===== src/rtl/axis_pkt_arbiter.sv =====
`default_nettype none
// ============================================================================
// Module   : axis_pkt_arbiter
// Purpose  : Packet-level round-robin arbiter sharing one AXI-Stream master
//            port between NUM_IN AXI-Stream slave ports. A grant is decided
//            in IDLE and then held for the whole packet, until the tlast beat
//            is accepted. Payload passes combinationally under the registered
//            grant; a wrapping 16-bit completed-packet counter is kept.
// Ports    : aclk, areset        - clock, synchronous active-high reset
//            s_tvalid/s_tready/s_tlast [NUM_IN] - per-input handshake
//            s_tdata [NUM_IN*DATA_W] - input i at [i*DATA_W +: DATA_W]
//            m_tvalid/m_tready/m_tlast/m_tdata  - shared output stream
//            m_tid   - index of the granted input
//            busy    - high while a packet is in progress
//            pkt_cnt - packets completed on the output (wraps)
// Revision : 1.0 - initial release
// ============================================================================
module axis_pkt_arbiter #(
    parameter int NUM_IN = 4,
    parameter int DATA_W = 64,
    parameter int ID_W   = $clog2(NUM_IN)
) (
    input  logic                     aclk,
    input  logic                     areset,
    input  logic [NUM_IN-1:0]        s_tvalid,
    output logic [NUM_IN-1:0]        s_tready,
    input  logic [NUM_IN-1:0]        s_tlast,
    input  logic [NUM_IN*DATA_W-1:0] s_tdata,
    output logic                     m_tvalid,
    input  logic                     m_tready,
    output logic                     m_tlast,
    output logic [DATA_W-1:0]        m_tdata,
    output logic [ID_W-1:0]          m_tid,
    output logic                     busy,
    output logic [15:0]              pkt_cnt
);

    localparam logic [0:0] c_st_idle = 1'b0;
    localparam logic [0:0] c_st_busy = 1'b1;

    logic [0:0]      r_state;
    logic [0:0]      w_state_nxt;
    logic [ID_W-1:0] r_grant;
    logic [ID_W-1:0] w_grant_nxt;
    logic [ID_W-1:0] r_rr_ptr;
    logic [ID_W-1:0] w_rr_nxt;
    logic [15:0]     r_pkt_cnt;
    logic [15:0]     w_cnt_nxt;

    logic              w_busy;
    logic              w_accept;
    logic              w_arb_found;
    logic [ID_W-1:0]   w_arb_idx;
    logic [ID_W:0]     w_probe;
    logic              w_sel_valid;
    logic              w_sel_last;
    logic [DATA_W-1:0] w_sel_data;
    logic [NUM_IN-1:0] w_ready_vec;

    // Round-robin search: probe rr_ptr, rr_ptr+1, ... with wrap at NUM_IN.
    // One extra bit on the probe lets the wrap be done by a compare/subtract,
    // which also covers NUM_IN values that are not a power of two.
    always_comb begin
        w_arb_found = 1'b0;
        w_arb_idx   = '0;
        w_probe     = '0;
        for (int k = 0; k < NUM_IN; k++) begin
            w_probe = {1'b0, r_rr_ptr} + (ID_W+1)'(k);
            if (w_probe >= (ID_W+1)'(NUM_IN)) begin
                w_probe = w_probe - (ID_W+1)'(NUM_IN);
            end
            if (!w_arb_found && s_tvalid[w_probe[ID_W-1:0]]) begin
                w_arb_found = 1'b1;
                w_arb_idx   = w_probe[ID_W-1:0];
            end
        end
    end

    // Grant multiplexer over the flattened inputs.
    always_comb begin
        w_sel_valid = 1'b0;
        w_sel_last  = 1'b0;
        w_sel_data  = '0;
        w_ready_vec = '0;
        for (int i = 0; i < NUM_IN; i++) begin
            if (r_grant == ID_W'(i)) begin
                w_sel_valid    = s_tvalid[i];
                w_sel_last     = s_tlast[i];
                w_sel_data     = s_tdata[i*DATA_W +: DATA_W];
                w_ready_vec[i] = 1'b1;
            end
        end
    end

    // Outputs are gated by BUSY so IDLE (and reset) presents all zeros.
    assign w_busy   = (r_state == c_st_busy);
    assign m_tvalid = w_busy & w_sel_valid;
    assign m_tlast  = w_busy & w_sel_last;
    assign m_tdata  = w_busy ? w_sel_data : '0;
    assign s_tready = (w_busy && m_tready) ? w_ready_vec : '0;
    assign m_tid    = r_grant;
    assign busy     = w_busy;
    assign pkt_cnt  = r_pkt_cnt;
    assign w_accept = m_tvalid & m_tready;

    // Next-state: arbitrate in IDLE, release the grant on the accepted tlast.
    always_comb begin
        w_state_nxt = r_state;
        w_grant_nxt = r_grant;
        w_rr_nxt    = r_rr_ptr;
        w_cnt_nxt   = r_pkt_cnt;
        if (r_state == c_st_idle) begin
            if (w_arb_found) begin
                w_grant_nxt = w_arb_idx;
                w_state_nxt = c_st_busy;
            end
        end else begin
            if (w_accept && m_tlast) begin
                w_state_nxt = c_st_idle;
                w_rr_nxt    = (r_grant == ID_W'(NUM_IN-1)) ? '0 : r_grant + ID_W'(1);
                w_cnt_nxt   = r_pkt_cnt + 16'd1;
            end
        end
    end

    always_ff @(posedge aclk) begin
        if (areset) begin
            r_state   <= c_st_idle;
            r_grant   <= '0;
            r_rr_ptr  <= '0;
            r_pkt_cnt <= '0;
        end else begin
            r_state   <= w_state_nxt;
            r_grant   <= w_grant_nxt;
            r_rr_ptr  <= w_rr_nxt;
            r_pkt_cnt <= w_cnt_nxt;
        end
    end

endmodule
`default_nettype wire


===== config.mk =====
export PLATFORM = sky130hd
export DESIGN_NAME = axis_pkt_arbiter
export DESIGN_NICKNAME = d
export VERILOG_FILES = /design/src/rtl/axis_pkt_arbiter.sv
export SDC_FILE = /design/constraint.sdc
export NUM_CORES = 1
export LEC_CHECK = 0
export CORE_AREA = 3 3 138 140
export DETAILED_ROUTE_END_ITERATION = 12
export DIE_AREA = 0 0 141 143
export PLACE_DENSITY = 0.61
export SKIP_LAST_GASP = 1
export SLEW_MARGIN = 20
export SYNTH_ARGS = -nofsm -noshare
export SYNTH_HDL_FRONTEND = slang
export SYNTH_SLANG_ARGS = --single-unit
export TNS_END_PERCENT = 50

===== constraint.sdc =====
create_clock -name aclk -period 2.9 [get_ports aclk]
set_input_delay 0.435 -clock aclk [delete_from_list [all_inputs] [get_ports aclk]]
set_output_delay 0.435 -clock aclk [all_outputs]
set_load 0.1 [all_outputs]

==> impl_metrics.csv, run 1 <==
group,metric,value,unit
clocking,path_clk_slew,0.06,ns
synthesis,ys_top_cells_by_count,"a21oi_1 (82), nor2_1 (74), nor2b_1 (68)",
pwr,peakVddDrop,0.000247,V
synthesis,synth_cells,516,
worst_setup_path,crit_family,"compound AO/OA/AOI/OAI gates",
clocking,clkSinkCount,21,
die,fp.dieW,141,um
detailed_routing,vias,5196,
timing,rsz0062_at_grt,"yes",
timing,hold_viol,0,
global_route,antenna_found_initial,2,
timing,maxSlewViolCount,0,
synthesis,synth_top_area_cell,"a221oi_1",
clocking,cts_tree,"done",
synthesis,synth_top_family_by_area,"simple AND/OR/NAND/NOR gates",
timing,tns,0,ns
worst_setup_path,worstPathRequired,2.47,ns
die,design.core.area,18000,um2
timing,skew,0.000592,ns
outcome,status,"finished, final reports clean",
synthesis,synth_xor_area_share,0.272,%
layout,finalNetCount,1109,
timing,fin_ws,0.0917,ns
clocking,clockRootBuffer,"clkbuf_16",
timing,fmax,356,MHz
timing,period_share,96.8,%
worst_setup_path,path_buf_inv,3,
layout,layout-drive-gt1-share,23.3,%
timing,fin_crit,2.81,ns
die,die-area,20200,um2
global_route,grt_max_degree,70,
detailed_routing,antenna_left,0,
timing,setup_viol,0,
clocking,cts_made_buffers,3,
synthesis,synth_area,3210,um2
detailed_routing,drtIter0Drc,219,
die,pin_count,356,
synthesis,synth_top_cell_area_share,17.7,%
synthesis,postSynthRegisterBits,21,
worst_setup_path,arrival,2.37,ns
placement,gp_congestion,0.809,
detailed_routing,drcViolationCount,0,
pwr,p_clk_share,9.2,%
placement,buffer_ports.inserted,355,
placement,dp_hpwl,15400,um
timing,fin_hold_ws,0.485,ns
synthesis,synth_mux_area_share,1.28,%
worst_setup_path,cp_common_cell,"buf_12",
pwr,p_int,1.55,mW
detailed_routing,via_per_inst,4.87,
pwr,sw_frac_of_total,51.6,%
worst_setup_path,crit_fanout,39,
pwr,power_frac_seq,9.6,%
clocking,clk_latency,0.25,ns
flow_run,cap_violations,0,
clocking,h-tree-depth,1,
worst_setup_path,crit_slowest_cell,"dfxtp_2",
global_route,grt_pass1_vias,4823,
synthesis,synth-edff-count,0,
pwr,p_switching,1.65,mW
pwr,finalPower,3.20,mW
synthesis,synth-simple-area-share,41.1,%
die,die_y,143,um
synthesis,ys_types,38,
die,fp-row-count,49,
synthesis,ys_warn_count,0,
global_route,grt.overflow.total,0,
detailed_routing,wl_per_cell,18.2,um
timing,relSlewSlack,47.2,%
synthesis,synth-async-reset-ratio,0,%
worst_setup_path,crit_chain,"inv_1 -> ha_1 -> nor2b_4 -> buf_12 -> a221oi_1 -> nor3_1 -> a21oi_1 -> nor2_4 -> buf_12",
placement,place_area,8190,um2
detailed_routing,finalWirelength,19400,um
synthesis,avgSynthCellArea,6.23,um2
detailed_routing,drtPass1Iterations,4,
timing,tightest_slew,0.789,ns
synthesis,yosysMostFrequentCell,"a21oi_1",
worst_setup_path,critPathKind,"flop to output port",
pwr,power_density,384,nW/um2
pwr,p_leak,2.90,nW
synthesis,syn_nets,788,
worst_setup_path,startpoint_type,"flop",
placement,dp_worst_setup_slack,0.228,ns
global_route,grt_pass1_wl,28200,um
global_route,grt_usage,17.4,%
pwr,power.share.combinational,81.2,%
synthesis,synthTopCellsByArea,"a221oi_1 (18%), nor2b_1 (13%), dfxtp_1 (13%)",
synthesis,synth-adder-area-share,1.95,%
layout,fin_area,8320,um2
min_path,hp-class,"flop to flop",
clocking,clockBufferDepth,2,
synthesis,yosysSeqAreaShare,13.1,%
worst_setup_path,crit_path_end_kind,"output port",
worst_setup_path,slowest_delay,0.40,ns
die,start_util,17.9,%
synthesis,yosys_most_used_dff,"dfxtp_1",
layout,synthToLayoutAreaGrowth,159,%
synthesis,synth_compound_area_share,35.0,%
worst min-delay path, stage by stage, from the launching register on:
cell	delay, ns
dfxtp_1	0.32
o31ai_1	0.06
a21oi_1	0.06
sequential cells by signal (all words and copies together), names as in the netlist:
register,count
m_tid,2
busy,1
r_rr_ptr,2
pkt_cnt,16
per-stage QoR:
stage                     utilization (%)  instances
final                                46.3       1066
after detailed placement             45.6       1061
after floorplan                         -        516
after global routing                 46.3       1066
after global placement               45.6       1061
after CTS                            46.0       1065
layer usage:
metal	track usage, %	vias up	part of all wire, %
met5	0	-	0.057
met4	2.19	2	1.2
met3	3.85	14	7.5
met2	30.9	203	51
met1	22.2	2394	41
li1	-	2583	-
path summary, 6_finish.rpt:
kind	slack (ns)	to	start	depth (start not counted)
setup / recovery	0.09	m_tdata[21]	m_tid[0]	9
hold / removal	0.49	pkt_cnt[15]	pkt_cnt[15]	2
setup reg to reg	0.32	pkt_cnt[3]	m_tid[0]	8
hold reg to reg	0.49	pkt_cnt[15]	pkt_cnt[15]	2
cells by family after synthesis:
group                    count (synthesis)
buffers and inverters                   61
multiplexers                             4
adder cells (fa/ha/maj)                  5
XOR/XNOR                                 1
AND/OR/NAND/NOR                        255
AO/OA/AOI/OAI                          169
flip-flops                              21
what timing repair did:
item	4_1_cts	5_1_grt
buffers inserted	0	0
gates resized for setup	1	11
endpoints found under the setup margin	1	30
hold buffers	0	0
power groups by stage:
stage	Clock [mW]	Combinational (mW)	Sequential, mW
floorplan	0	1.51	0.339
global placement	0	2.58	0.312
detailed placement	0	2.59	0.313
CTS	0.301	2.60	0.306
global route	0.310	2.73	0.308
finish	0.295	2.59	0.306
cell type report:
| type | count | area (um2) |
|---|---|---|
| Multi-Input combinational cell | 434 | 3120 |
| Clock buffer | 4 | 78.8 |
| Timing Repair Buffer | 371 | 4380 |
| Inverter | 6 | 27.5 |
| Fill cell | 1714 | 9640 |
| Tap cell | 229 | 287 |
| Sequential cell | 21 | 427 |
| Antenna cell | 1 | 2.50 |
cells in the final DEF (no fill, tap or decap), types with 4 or more instances in the layout:
cell,n
a21oi_2,7
dfxtp_1,18
o31ai_1,4
nor3_1,65
nand2_1,11
nor2_1,8
or3_1,10
a221oi_1,63
o21ai_0,9
or4_1,4
buf_12,73
a21oi_1,75
clkdlybuf4s50_1,266
nand3_1,4
inv_1,5
nor2b_1,67
buf_4,30
nor2_4,64
(Power assumes the default switching activity.)
==> inputs of run 2 (changes only) <==
HOLD_SLACK_MARGIN = 0.1   (was unset)
PLACE_DENSITY = unset   (was 0.61)
==> impl_metrics.csv, run 2 (same netlist as run 1, synthesis figures left out) <==
group,metric,value,unit
outcome,status,"finished, final reports clean",
timing,fmax,349,MHz
layout,synthToLayoutAreaGrowth,158,%
worst_setup_path,worstPathRequired,2.47,ns
global_route,antenna_found_initial,4,
worst_setup_path,cp_common_cell,"buf_12",
detailed_routing,drcViolationCount,0,
worst_setup_path,arrival,2.43,ns
detailed_routing,drtPass1Iterations,4,
worst_setup_path,rr_startpoint,"m_tid[1]",
layout,finalNetCount,1110,
layout,fill_cells,1784,
worst_setup_path,crit_family,"buffers and inverters",
worst_setup_path,reg2regPathDepth,8,
timing,fin_crit,2.86,ns
pwr,p_leak,2.90,nW
worst_setup_path,cp.depth,10,
global_route,grt_pass1_vias,4894,
detailed_routing,antenna_left,0,
detailed_routing,finalWirelength,20300,um
layout,layout-drive-gt1-share,22.9,%
clocking,clkSinkCount,21,
die,start_util,17.9,%
detailed_routing,via_per_inst,4.95,
detailed_routing,drtIter0Drc,203,
clocking,cts_made_buffers,3,
detailed_routing,vias,5287,
worst_setup_path,slowest_delay,0.40,ns
layout,largest_reg_flops,16,
worst_setup_path,crit_path_end_kind,"output port",
detailed_routing,wl_per_cell,19.0,um
timing,hold_viol,0,
global_route,grt.overflow.total,0,
worst_setup_path,r2r_slack,0.19,ns
min_path,hp-class,"flop to flop",
placement,place_area,8160,um2
worst_setup_path,path_buf_inv,4,
timing,relSlewSlack,34.7,%
flow_run,cap_violations,0,
global_route,grt_max_degree,79,
worst_setup_path,startpoint,"m_tid[0]",
timing,tightest_slew,0.980,ns
pwr,power_density,388,nW/um2
global_route,grt_pass1_wl,29300,um
placement,dp_worst_setup_slack,0.0846,ns
placement,buffer_ports.inserted,355,
worst_setup_path,setup.worst_path.end,"m_tdata[43]",
layout,register_area,427,um2
pwr,peakVddDrop,0.000244,V
clocking,path_clk_slew,0.06,ns
worst_setup_path,critPathKind,"flop to output port",
layout,fin_area,8310,um2
die,die-area,20200,um2
die,design.core.area,18000,um2
timing,setup_viol,0,
pwr,finalPower,3.23,mW
clocking,cts_hold_buffers,0,
global_route,grt_usage,18.1,%
layout,multiInputGateArea,3100,um2
die,pin_count,356,
min_path,hold_depth,2,
die,fp.dieW,141,um
timing,skew,0.00241,ns
placement,gp_congestion,0.867,
timing,rsz0062_at_grt,"yes",
timing,period_share,98.8,%
timing,fin_ws,0.0357,ns
worst_setup_path,crit_slowest_cell,"dfxtp_2",
timing,maxSlewViolCount,0,
clocking,clk_latency,0.26,ns
die,fp-row-count,49,
worst_setup_path,startpoint_type,"flop",
placement,dp_hpwl,15700,um
clocking,cts_tree,"done",
layout,layout_common_cells,"clkdlybuf4s50_1 (266), a21oi_1 (81), buf_12 (72), nor2b_1 (67), a221oi_1 (65)",
worst_setup_path,reg2reg_to,"pkt_cnt[12]",
clocking,clockBufferDepth,2,
worst_setup_path,crit_fanout,20,
worst_setup_path,crit_chain,"inv_1 -> ha_2 -> nor2b_4 -> buf_12 -> clkbuf_16 -> a221oi_1 -> nor3_1 -> a21oi_1 -> nor2_4 -> buf_12",
die,die_y,143,um
clocking,clockRootBuffer,"clkbuf_16",
clocking,h-tree-depth,1,
layout,final_common_cell,"clkdlybuf4s50_1",
run 2: per-stage QoR:
step | TNS (ns) | utilization (%) | instances | hold WS (ns)
after detailed placement | 0 | 45.4 | 1060 | 0.499
after global routing | -0.0884 | 46.2 | 1068 | 0.523
after floorplan | 0 | - | 516 | 0.468
after global placement | 0 | 45.4 | 1060 | 0.471
after CTS | 0 | 45.9 | 1064 | 0.509
final | 0 | 46.2 | 1068 | 0.497
run 2: layout make-up:
type	count	share of cell area [%]
Timing Repair Buffer	372	52.7
Multi-Input combinational cell	434	37.3
Tap cell	229	3.45
Clock buffer	3	0.904
Antenna cell	2	0.0603
Clock inverter	1	0.0753
Inverter	6	0.331
Sequential cell	21	5.14
run 2: what timing repair did:
action / CTS / global route
setup endpoints to repair: 0 / 29
setup buffers: 0 / 1
resized for setup: 0 / 5
run 2: tightest hold or removal path: stages (launching register included):
cell,delay [ns]
dfxtp_1,0.32
o31ai_1,0.06
a21oi_1,0.06
run 2: per-layer routing:
layer | share of wire [%] | vias up | track usage [%]
li1 | - | 2586 | -
met1 | 42 | 2451 | 24.3
met2 | 49 | 219 | 30.3
met3 | 7.1 | 27 | 3.52
met4 | 1.8 | 4 | 3.77
met5 | 0.13 | - | 0
run 2: power by group:
part | total [mW] | switching (mW) | internal (mW)
Sequential | 0.306 | 0.0118 | 0.294
Clock | 0.306 | 0.119 | 0.188
Combinational | 2.61 | 1.54 | 1.07
run 2: how the worst min path moves through the flow:
stage,startpoint,to,slack [ns]
after CTS,pkt_cnt[15],pkt_cnt[15],0.51
after detailed placement,pkt_cnt[15],pkt_cnt[15],0.50
after global routing,pkt_cnt[15],pkt_cnt[15],0.52
after floorplan,r_rr_ptr[0],r_rr_ptr[0],0.47
after global placement,pkt_cnt[15],pkt_cnt[15],0.47
final,pkt_cnt[15],pkt_cnt[15],0.50
==> inputs of run 3 (changes only) <==
SKIP_CTS_REPAIR_TIMING = 1   (was unset)
==> results of run 3 <==
Same layout as run 2: the final DEF is identical, and so are final timing and power.
